$ cat src/rtl/iter_ctrl_pkg.sv
// Shared types for the iterative compute controller: state encoding and
// the Moore output decode used to build the registered control outputs.
package iter_ctrl_pkg;

  typedef enum logic [2:0] {
    S_IDLE  = 3'd0,
    S_INIT  = 3'd1,
    S_MULT  = 3'd2,
    S_ADD   = 3'd3,
    S_WB    = 3'd4,
    S_CHECK = 3'd5,
    S_DONE  = 3'd6
  } state_e;

  typedef struct packed {
    logic init_w;
    logic init_x;
    logic load_sel;
    logic load_a;
    logic mult_en;
    logic add_en;
    logic busy;
    logic done;
  } ctrl_t;

  // Datapath strobes implied by a given state.
  function automatic ctrl_t decode_ctrl(state_e s);
    ctrl_t c;
    c = '0;
    case (s)
      S_INIT: begin
        c.init_w   = 1'b1;
        c.init_x   = 1'b1;
        c.load_sel = 1'b1;
        c.load_a   = 1'b1;
      end
      S_MULT:  c.mult_en = 1'b1;
      S_ADD:   c.add_en  = 1'b1;
      S_WB:    c.load_a  = 1'b1;
      S_DONE:  c.done    = 1'b1;
      default: ;
    endcase
    c.busy = (s != S_IDLE);
    return c;
  endfunction

endpackage

$ cat src/rtl/mod_counter.sv
// Wrapping up-counter: counts 0..TERM under enable, clear has priority,
// tc flags the terminal value.
module mod_counter #(
  parameter int W    = 4,
  parameter int TERM = 15
) (
  input  logic         clk,
  input  logic         rst_n,
  input  logic         en,
  input  logic         clr,
  output logic [W-1:0] cnt,
  output logic         tc
);

  localparam logic [W-1:0] TERM_V = W'(TERM);

  logic [W-1:0] cnt_q;
  logic [W-1:0] cnt_d;

  // Next count: clear wins, otherwise step and wrap at the terminal value.
  always_comb begin
    cnt_d = cnt_q;
    if (clr) begin
      cnt_d = '0;
    end else if (en) begin
      cnt_d = (cnt_q == TERM_V) ? '0 : cnt_q + 1'b1;
    end
  end

  // Count register.
  always_ff @(posedge clk or negedge rst_n) begin
    if (!rst_n) begin
      cnt_q <= '0;
    end else begin
      cnt_q <= cnt_d;
    end
  end

  assign cnt = cnt_q;
  assign tc  = (cnt_q == TERM_V);

endmodule

$ cat src/rtl/iter_controller.sv
// Iterative compute controller: walks N_CH channels per iteration through
// MULT/ADD/WB, then CHECK decides between another iteration and DONE.
//
//   state | meaning
//   IDLE  | waiting for start
//   INIT  | loading initial weights/inputs while start is held
//   MULT  | multiplier running for MULT_LAT cycles on channel ch_idx
//   ADD   | adder strobe for channel ch_idx
//   WB    | accumulator write-back, advance channel
//   CHECK | iteration complete: converged, limit reached, or loop
//   DONE  | one-cycle completion pulse
module iter_controller #(
  parameter int N_CH     = 4,
  parameter int MULT_LAT = 1,
  parameter int MAX_ITER = 16,
  parameter int CH_W     = (N_CH > 1) ? $clog2(N_CH) : 1,
  parameter int IT_W     = $clog2(MAX_ITER + 1)
) (
  input  logic            clk,
  input  logic            rst_n,
  input  logic            start,
  input  logic            abort,
  input  logic            isfinished,
  output logic            init_w,
  output logic            init_x,
  output logic            load_sel,
  output logic            load_a,
  output logic            mult_en,
  output logic            add_en,
  output logic [CH_W-1:0] ch_idx,
  output logic [IT_W-1:0] iter_cnt,
  output logic            busy,
  output logic            done,
  output logic            timeout
);

  import iter_ctrl_pkg::*;

  localparam int ML_W = (MULT_LAT > 1) ? $clog2(MULT_LAT) : 1;

  state_e          state_q;
  state_e          state_d;
  ctrl_t           ctrl_q;
  ctrl_t           ctrl_d;
  logic            timeout_q;
  logic            timeout_d;

  logic [ML_W-1:0] mult_cnt;
  logic            mult_tc;
  logic            ch_tc;
  logic            iter_tc;

  logic            abort_run;
  logic            run_clr;
  logic            mult_cnt_en;
  logic            mult_cnt_clr;
  logic            ch_cnt_en;
  logic            iter_cnt_en;

  // Counter control: an abort freezes every counter so iter_cnt keeps its value.
  always_comb begin
    abort_run    = abort && (state_q != S_IDLE) && (state_q != S_DONE);
    run_clr      = (state_q == S_IDLE) && start;
    mult_cnt_en  = (state_q == S_MULT) && !abort_run;
    // Only an abort can leave the latency counter mid-count outside MULT.
    mult_cnt_clr = (state_q != S_MULT) && (mult_cnt != '0);
    ch_cnt_en    = (state_q == S_WB) && !abort_run;
    iter_cnt_en  = ch_cnt_en && ch_tc;
  end

  mod_counter #(.W(ML_W), .TERM(MULT_LAT - 1)) u_mult_cnt (
    .clk  (clk),
    .rst_n(rst_n),
    .en   (mult_cnt_en),
    .clr  (mult_cnt_clr),
    .cnt  (mult_cnt),
    .tc   (mult_tc)
  );

  mod_counter #(.W(CH_W), .TERM(N_CH - 1)) u_ch_cnt (
    .clk  (clk),
    .rst_n(rst_n),
    .en   (ch_cnt_en),
    .clr  (run_clr),
    .cnt  (ch_idx),
    .tc   (ch_tc)
  );

  mod_counter #(.W(IT_W), .TERM(MAX_ITER)) u_iter_cnt (
    .clk  (clk),
    .rst_n(rst_n),
    .en   (iter_cnt_en),
    .clr  (run_clr),
    .cnt  (iter_cnt),
    .tc   (iter_tc)
  );

  // Next state, next outputs and the sticky timeout flag.
  always_comb begin
    state_d = state_q;
    case (state_q)
      S_IDLE:  if (start) state_d = S_INIT;
      S_INIT:  if (!start) state_d = S_MULT;
      S_MULT:  if (mult_tc) state_d = S_ADD;
      S_ADD:   state_d = S_WB;
      S_WB:    state_d = ch_tc ? S_CHECK : S_MULT;
      S_CHECK: state_d = (isfinished || iter_tc) ? S_DONE : S_MULT;
      S_DONE:  state_d = S_IDLE;
      default: state_d = S_IDLE;
    endcase
    if (abort_run) begin
      state_d = S_DONE;
    end

    ctrl_d = decode_ctrl(state_d);

    timeout_d = timeout_q;
    if (run_clr) begin
      timeout_d = 1'b0;
    end else if ((state_q == S_CHECK) && !abort_run && !isfinished && iter_tc) begin
      timeout_d = 1'b1;
    end
  end

  // State and registered Moore outputs.
  always_ff @(posedge clk or negedge rst_n) begin
    if (!rst_n) begin
      state_q   <= S_IDLE;
      ctrl_q    <= '0;
      timeout_q <= 1'b0;
    end else begin
      state_q   <= state_d;
      ctrl_q    <= ctrl_d;
      timeout_q <= timeout_d;
    end
  end

  assign init_w   = ctrl_q.init_w;
  assign init_x   = ctrl_q.init_x;
  assign load_sel = ctrl_q.load_sel;
  assign load_a   = ctrl_q.load_a;
  assign mult_en  = ctrl_q.mult_en;
  assign add_en   = ctrl_q.add_en;
  assign busy     = ctrl_q.busy;
  assign done     = ctrl_q.done;
  assign timeout  = timeout_q;

endmodule

$ cat config.mk
export PLATFORM = sky130hd
export DESIGN_NAME = iter_controller
export DESIGN_NICKNAME = d
export VERILOG_FILES = /design/src/rtl/iter_ctrl_pkg.sv /design/src/rtl/mod_counter.sv /design/src/rtl/iter_controller.sv
export SDC_FILE = /design/constraint.sdc
export NUM_CORES = 1
export LEC_CHECK = 0
export CAP_MARGIN = 30
export CORE_ASPECT_RATIO = 0.7
export CORE_MARGIN = 1
export CORE_UTILIZATION = 48
export CTS_BUF_LIST = sky130_fd_sc_hd__clkbuf_16
export CTS_CLUSTER_DIAMETER = 100
export DETAILED_ROUTE_END_ITERATION = 10
export MAX_ROUTING_LAYER = met4
export PLACE_DENSITY_LB_ADDON = 0.2
export SYNTH_ARGS = -nofsm -noshare
export SYNTH_HDL_FRONTEND = slang
export SYNTH_SLANG_ARGS = --single-unit
$ cat constraint.sdc
create_clock -name clk -period 2 [get_ports clk]
set_input_delay 0.4 -clock clk [delete_from_list [all_inputs] [get_ports clk]]
set_output_delay 0.4 -clock clk [all_outputs]
set_load 0.02 [all_outputs]
Yosys cells after proc, flatten, opt, wreduce, memory -nomap -nowiden
Index checks and enable logic that the tools add are counted.
- add/sub/neg operators: 3
- equal/unequal tests: 14
- multiplexer cells: 23
- reductions and logical operators: 21
- operator list (operator ; number):
    3-bit 2-to-1 mux ; 7
    3-bit one-hot mux with 6 select lines ; 1
    5-bit 2-to-1 mux ; 3
    3-bit by 2-bit == test with 1-bit output (second input constant) ; 4
    3-bit == test (second input constant) ; 4
    1-bit logical AND ; 10
    1-bit 2-to-1 mux ; 9
    2-bit nonzero test ; 4
    3-bit by 1-bit == test with 1-bit output (second input constant) ; 2
    2-bit 2-to-1 mux ; 3
    3-bit nonzero test ; 2
    5-bit by 1-bit adder with 5-bit output (second input constant) ; 1
    5-bit == test (second input constant) ; 1
    3-bit logical NOT ; 1
    3-bit by 2-bit != test with 1-bit output (second input constant) ; 1
    3-bit != test (second input constant) ; 1
    2-bit by 1-bit adder with 2-bit output (second input constant) ; 1
    2-bit == test (second input constant) ; 1
    1-bit logical NOT ; 2
    2-bit OR reduction ; 1
    1-bit adder (second input constant) ; 1
    1-bit logical OR ; 1
- register bits after elaboration: 20
- input bits: 5
- output and inout bits: 16
- word-level logic and storage cells: 74

Depth between registers and ports, before layout
- depth after elaboration: 9
- depth in mapped cells: 6
- mapped depth without buffers: 6

Cells and area by module
From an unflattened synthesis, not the netlist that was laid out.
- cell total of the unflattened synthesis: 100
- area total of the unflattened synthesis: 1006.0 µm²
- modules (own cells, without submodules) (module ; instances ; cells an instance ; area each (µm²) ; sequential area each (µm²)):
    iter_controller ; 1 ; 58 ; 610.6 ; 250.2
    mod_counter (u_iter_cnt) ; 1 ; 30 ; 272.8 ; 125.1
    mod_counter (u_ch_cnt) ; 1 ; 8 ; 100.1 ; 50.0
    mod_counter (u_mult_cnt) ; 1 ; 4 ; 22.5 ; 0.0

Least setup slack after synthesis
No wires, ideal clock.
- path type: reg-to-reg
- start point: reg u_iter_cnt.cnt_q[0] (netlist: u_iter_cnt.cnt[0])
- end point: reg ctrl_q, in the netlist mult_en
- library setup time: 0.101 ns
- data arrival time: 1.574 ns
- required time: 1.899 ns
- slack: 0.325 ns
- cell stages (with the launch flop): 7
- path buffers: 0
- clock period less this slack: 1.675 ns
- cell sequence: dfrtp_1 -> inv_1 -> ha_1 -> and4bb_2 -> o21ai_0 -> o2111ai_1 -> nor4_1
- RTL lines (element ; line ; source):
    from (decl) ; mod_counter.sv:17 ; logic [W-1:0] cnt_q;
    from (signal assigned) ; mod_counter.sv:35 ; cnt_q <= cnt_d;
    to (signal assigned) ; iter_controller.sv:133 ; ctrl_q <= ctrl_d;
    to (decl) ; iter_controller.sv:43 ; ctrl_t ctrl_q;

==> flow_summary.ini <==
[run_status]
outcome = finished, final reports clean

[timing]
min_period_ns = 1.82
fin_tns_setup_ns = 0
finalHoldViolations = 0
slew_headroom = 0.781
slew_viol_final = 0
setup_viol = 0
fin_ws_ns = 0.180
tightest_slew_ns = 0.325
finalCritPeriodShare = 0.910
hold_ws_ns = 0.475
rsz0062_at_grt = false
fin_worst_skew_ns = 0.00168
fmax_ghz = 0.549

[routing]
firstDrtPassIters = 4
wl_per_cell_microns = 15.2
finalWirelength_microns = 2200
viasPerCell = 5.74
drtIter0Drc = 17
ant_nets = 0
vias = 833
drc = 0

[synth]
synthAdderAreaFrac = 0.0403
synth_edf_count = 0
synth-compound-area-share = 0.193
yosysTopAreaCell = dfrtp_1
netlist_instances = 99
synthTopCellsByArea = dfrtp_1 (46%), o21ai_0 (6.4%), a21oi_1 (4.3%), ha_1 (4.0%), nor2_1 (3.6%)
async_flop_share = 1.00
synth_xor_area_frac = 0.0188
muxShareOfSynthArea = 0.0107
ys_seq_area_frac = 0.456
yosysWarnings = 0
ys_seq_elements = 17
ys.flop_type = dfrtp_1
yosysTopAreaCellShare = 0.456
synth_nets = 107
syn_area_per_cell_sq_um = 9.42
synth_cell_types = 33
synth_top_family_by_area = simple AND/OR/NAND/NOR gates
syn-cell-area_sq_um = 932
synth-simple-area-share = 0.223

[clock_tree]
cts_tree = done
cts_repair_resize_count = 0
holdBufCountCts = 0
cts.clk_slew.worst_paths_ns = 0.05
clkLatencyLatePin_ns = 0.24
htreeDepth = 1
cts_max_path_buffers = 2
numCtsBuffers = 3
postCtsSetupBuffers = 0
cts.sinks = 17
clock-root-buffer = clkbuf_16

[floorplan]
dieHeight_microns = 38.9
ios = 21
rows = 12
start_util = 0.549
dieArea_sq_mm = 0.00213
die_x_microns = 54.7
coreArea_sq_mm = 0.00170

[power]
ir_drop_mv = 1.04
leakage_nw = 0.550
cellPowerDensity_mw_per_mm2 = 1330

[global_route]
antenna_found_initial = 0
grt_pass1_vias = 745
grt.overflow.total = 0
grt_usage = 0.269
grt_pass1_wl_microns = 3730
grt_max_degree = 18

[cells_and_area]
utilization = 0.745
fillers = 118
drive_gt1_frac = 0.129
area_delta_synth_final_pct = 35.6
layout.nets = 133
n_antenna_cell = 0

[placement]
place.gp.congestion = 0.874
io_buffers = 20
hpwlAfterDp_microns = 1580
place_ws_ns = 0.158

[setup_path]
cp.required_ns = 2.13
critPathTopFamily = simple AND/OR/NAND/NOR gates
cp-start-kind = flip-flop
cp-end-kind = flip-flop
crit_type = flip-flop to flip-flop
cp_cell_sequence = inv_1 -> ha_1 -> and4bb_2 -> o21ai_0 -> o2111ai_1 -> nor4_1
cp.buffers_inverters = 1
reg2reg_slack_ns = 0.18
critical_path.slowest_cell = dfrtp_1
arrival_ns = 1.95
critPathMaxStageDelay_ns = 0.41
path_max_fanout = 5

[job]
maxCapViolCount = 0

[hold_path]
hp-class = input port to async pin
[placed cells by master, fill, tap and decap left out, drive strengths merged, types with 3 or more instances in the layout]
cell type       n
a21oi           8
buf             8
clkbuf          3
clkdlybuf4s50  20
dfrtp          17
ha              3
inv             5
nand2           4
nand3           3
nor2            9
nor2b           4
o21ai          12
[cell usage after synthesis, drive strengths merged (2+ instances only)]
cell and count:
xor2 2, or3 2, inv 5, nor2b 4, o31ai 2, and3b 2, nor4 2, ha 3
nor2 9, o21ai 12, nand2b 2, nand3 3, buf 3, nand2 4, a21oi 8, dfrtp 17
clkbuf 4
[final timing paths]
path                                                from                            end  cells past startpoint
max                        u_iter_cnt.cnt[1]$_DFFE_PN0P_              mult_en$_DFF_PN0_                      6
min                                                rst_n  u_iter_cnt.cnt[2]$_DFFE_PN0P_                      2
max reg2reg                u_iter_cnt.cnt[1]$_DFFE_PN0P_              mult_en$_DFF_PN0_                      6
min reg2reg                          timeout$_DFFE_PN0P_            timeout$_DFFE_PN0P_                      2
max in group asynchronous                          rst_n  u_iter_cnt.cnt[0]$_DFFE_PN0P_                      2
min in group clk                     timeout$_DFFE_PN0P_            timeout$_DFFE_PN0P_                      2
[logic make-up after synthesis]
family	count (synthesis)
simple gates	35
compound gates	29
flops	17
buf+inv	12
fa+ha+maj	3
xor+xnor	2
mux	1
[layer usage]
layer | GRT usage | vias to the layer above | part of all wire | wire (microns)
met1 | 0.381 | 410 | 0.49 | 1070
met4 | 0.0705 | 0 | 0.0050 | 11
met2 | 0.370 | 21 | 0.46 | 1010
met5 | - | - | 0 | 0
met3 | 0.0784 | 2 | 0.045 | 98
li1 | - | 400 | - | -
[flip-flops by register name (all words and copies together) (netlist names)]
name,count
u_iter_cnt.cnt,5
state_q,3
u_ch_cnt.cnt,2
add_en,1
busy,1
done,1
init_w,1
load_a,1
mult_en,1
timeout,1
[report_power, final]
part	internal [mW]	total (mW)	switching, mW
Combinational	0.349	0.763	0.413
Clock	0.267	0.394	0.127
Sequential	0.438	0.525	0.0876
[area by class of cell]
type	count	area, sq um	share of cell area
Clock buffer	3	75.1	0.0594
Clock inverter	1	5.00	0.00396
Inverter	5	18.8	0.0149
Multi-Input combinational cell	70	453	0.358
Sequential cell	17	425	0.337
Tap cell	21	26.3	0.0208
Timing Repair Buffer	28	260	0.206
[per-stage QoR]
stage | instances | total power, mW | area, sq um
2_1_floorplan | 99 | 0.994 | 932
3_3_place_gp | 141 | 1.25 | 1180
3_5_place_dp | 141 | 1.28 | 1180
4_1_cts | 145 | 1.68 | 1260
5_1_grt | 145 | 1.79 | 1260
6_report | 145 | 1.68 | 1260
(Power assumes the default switching activity.)
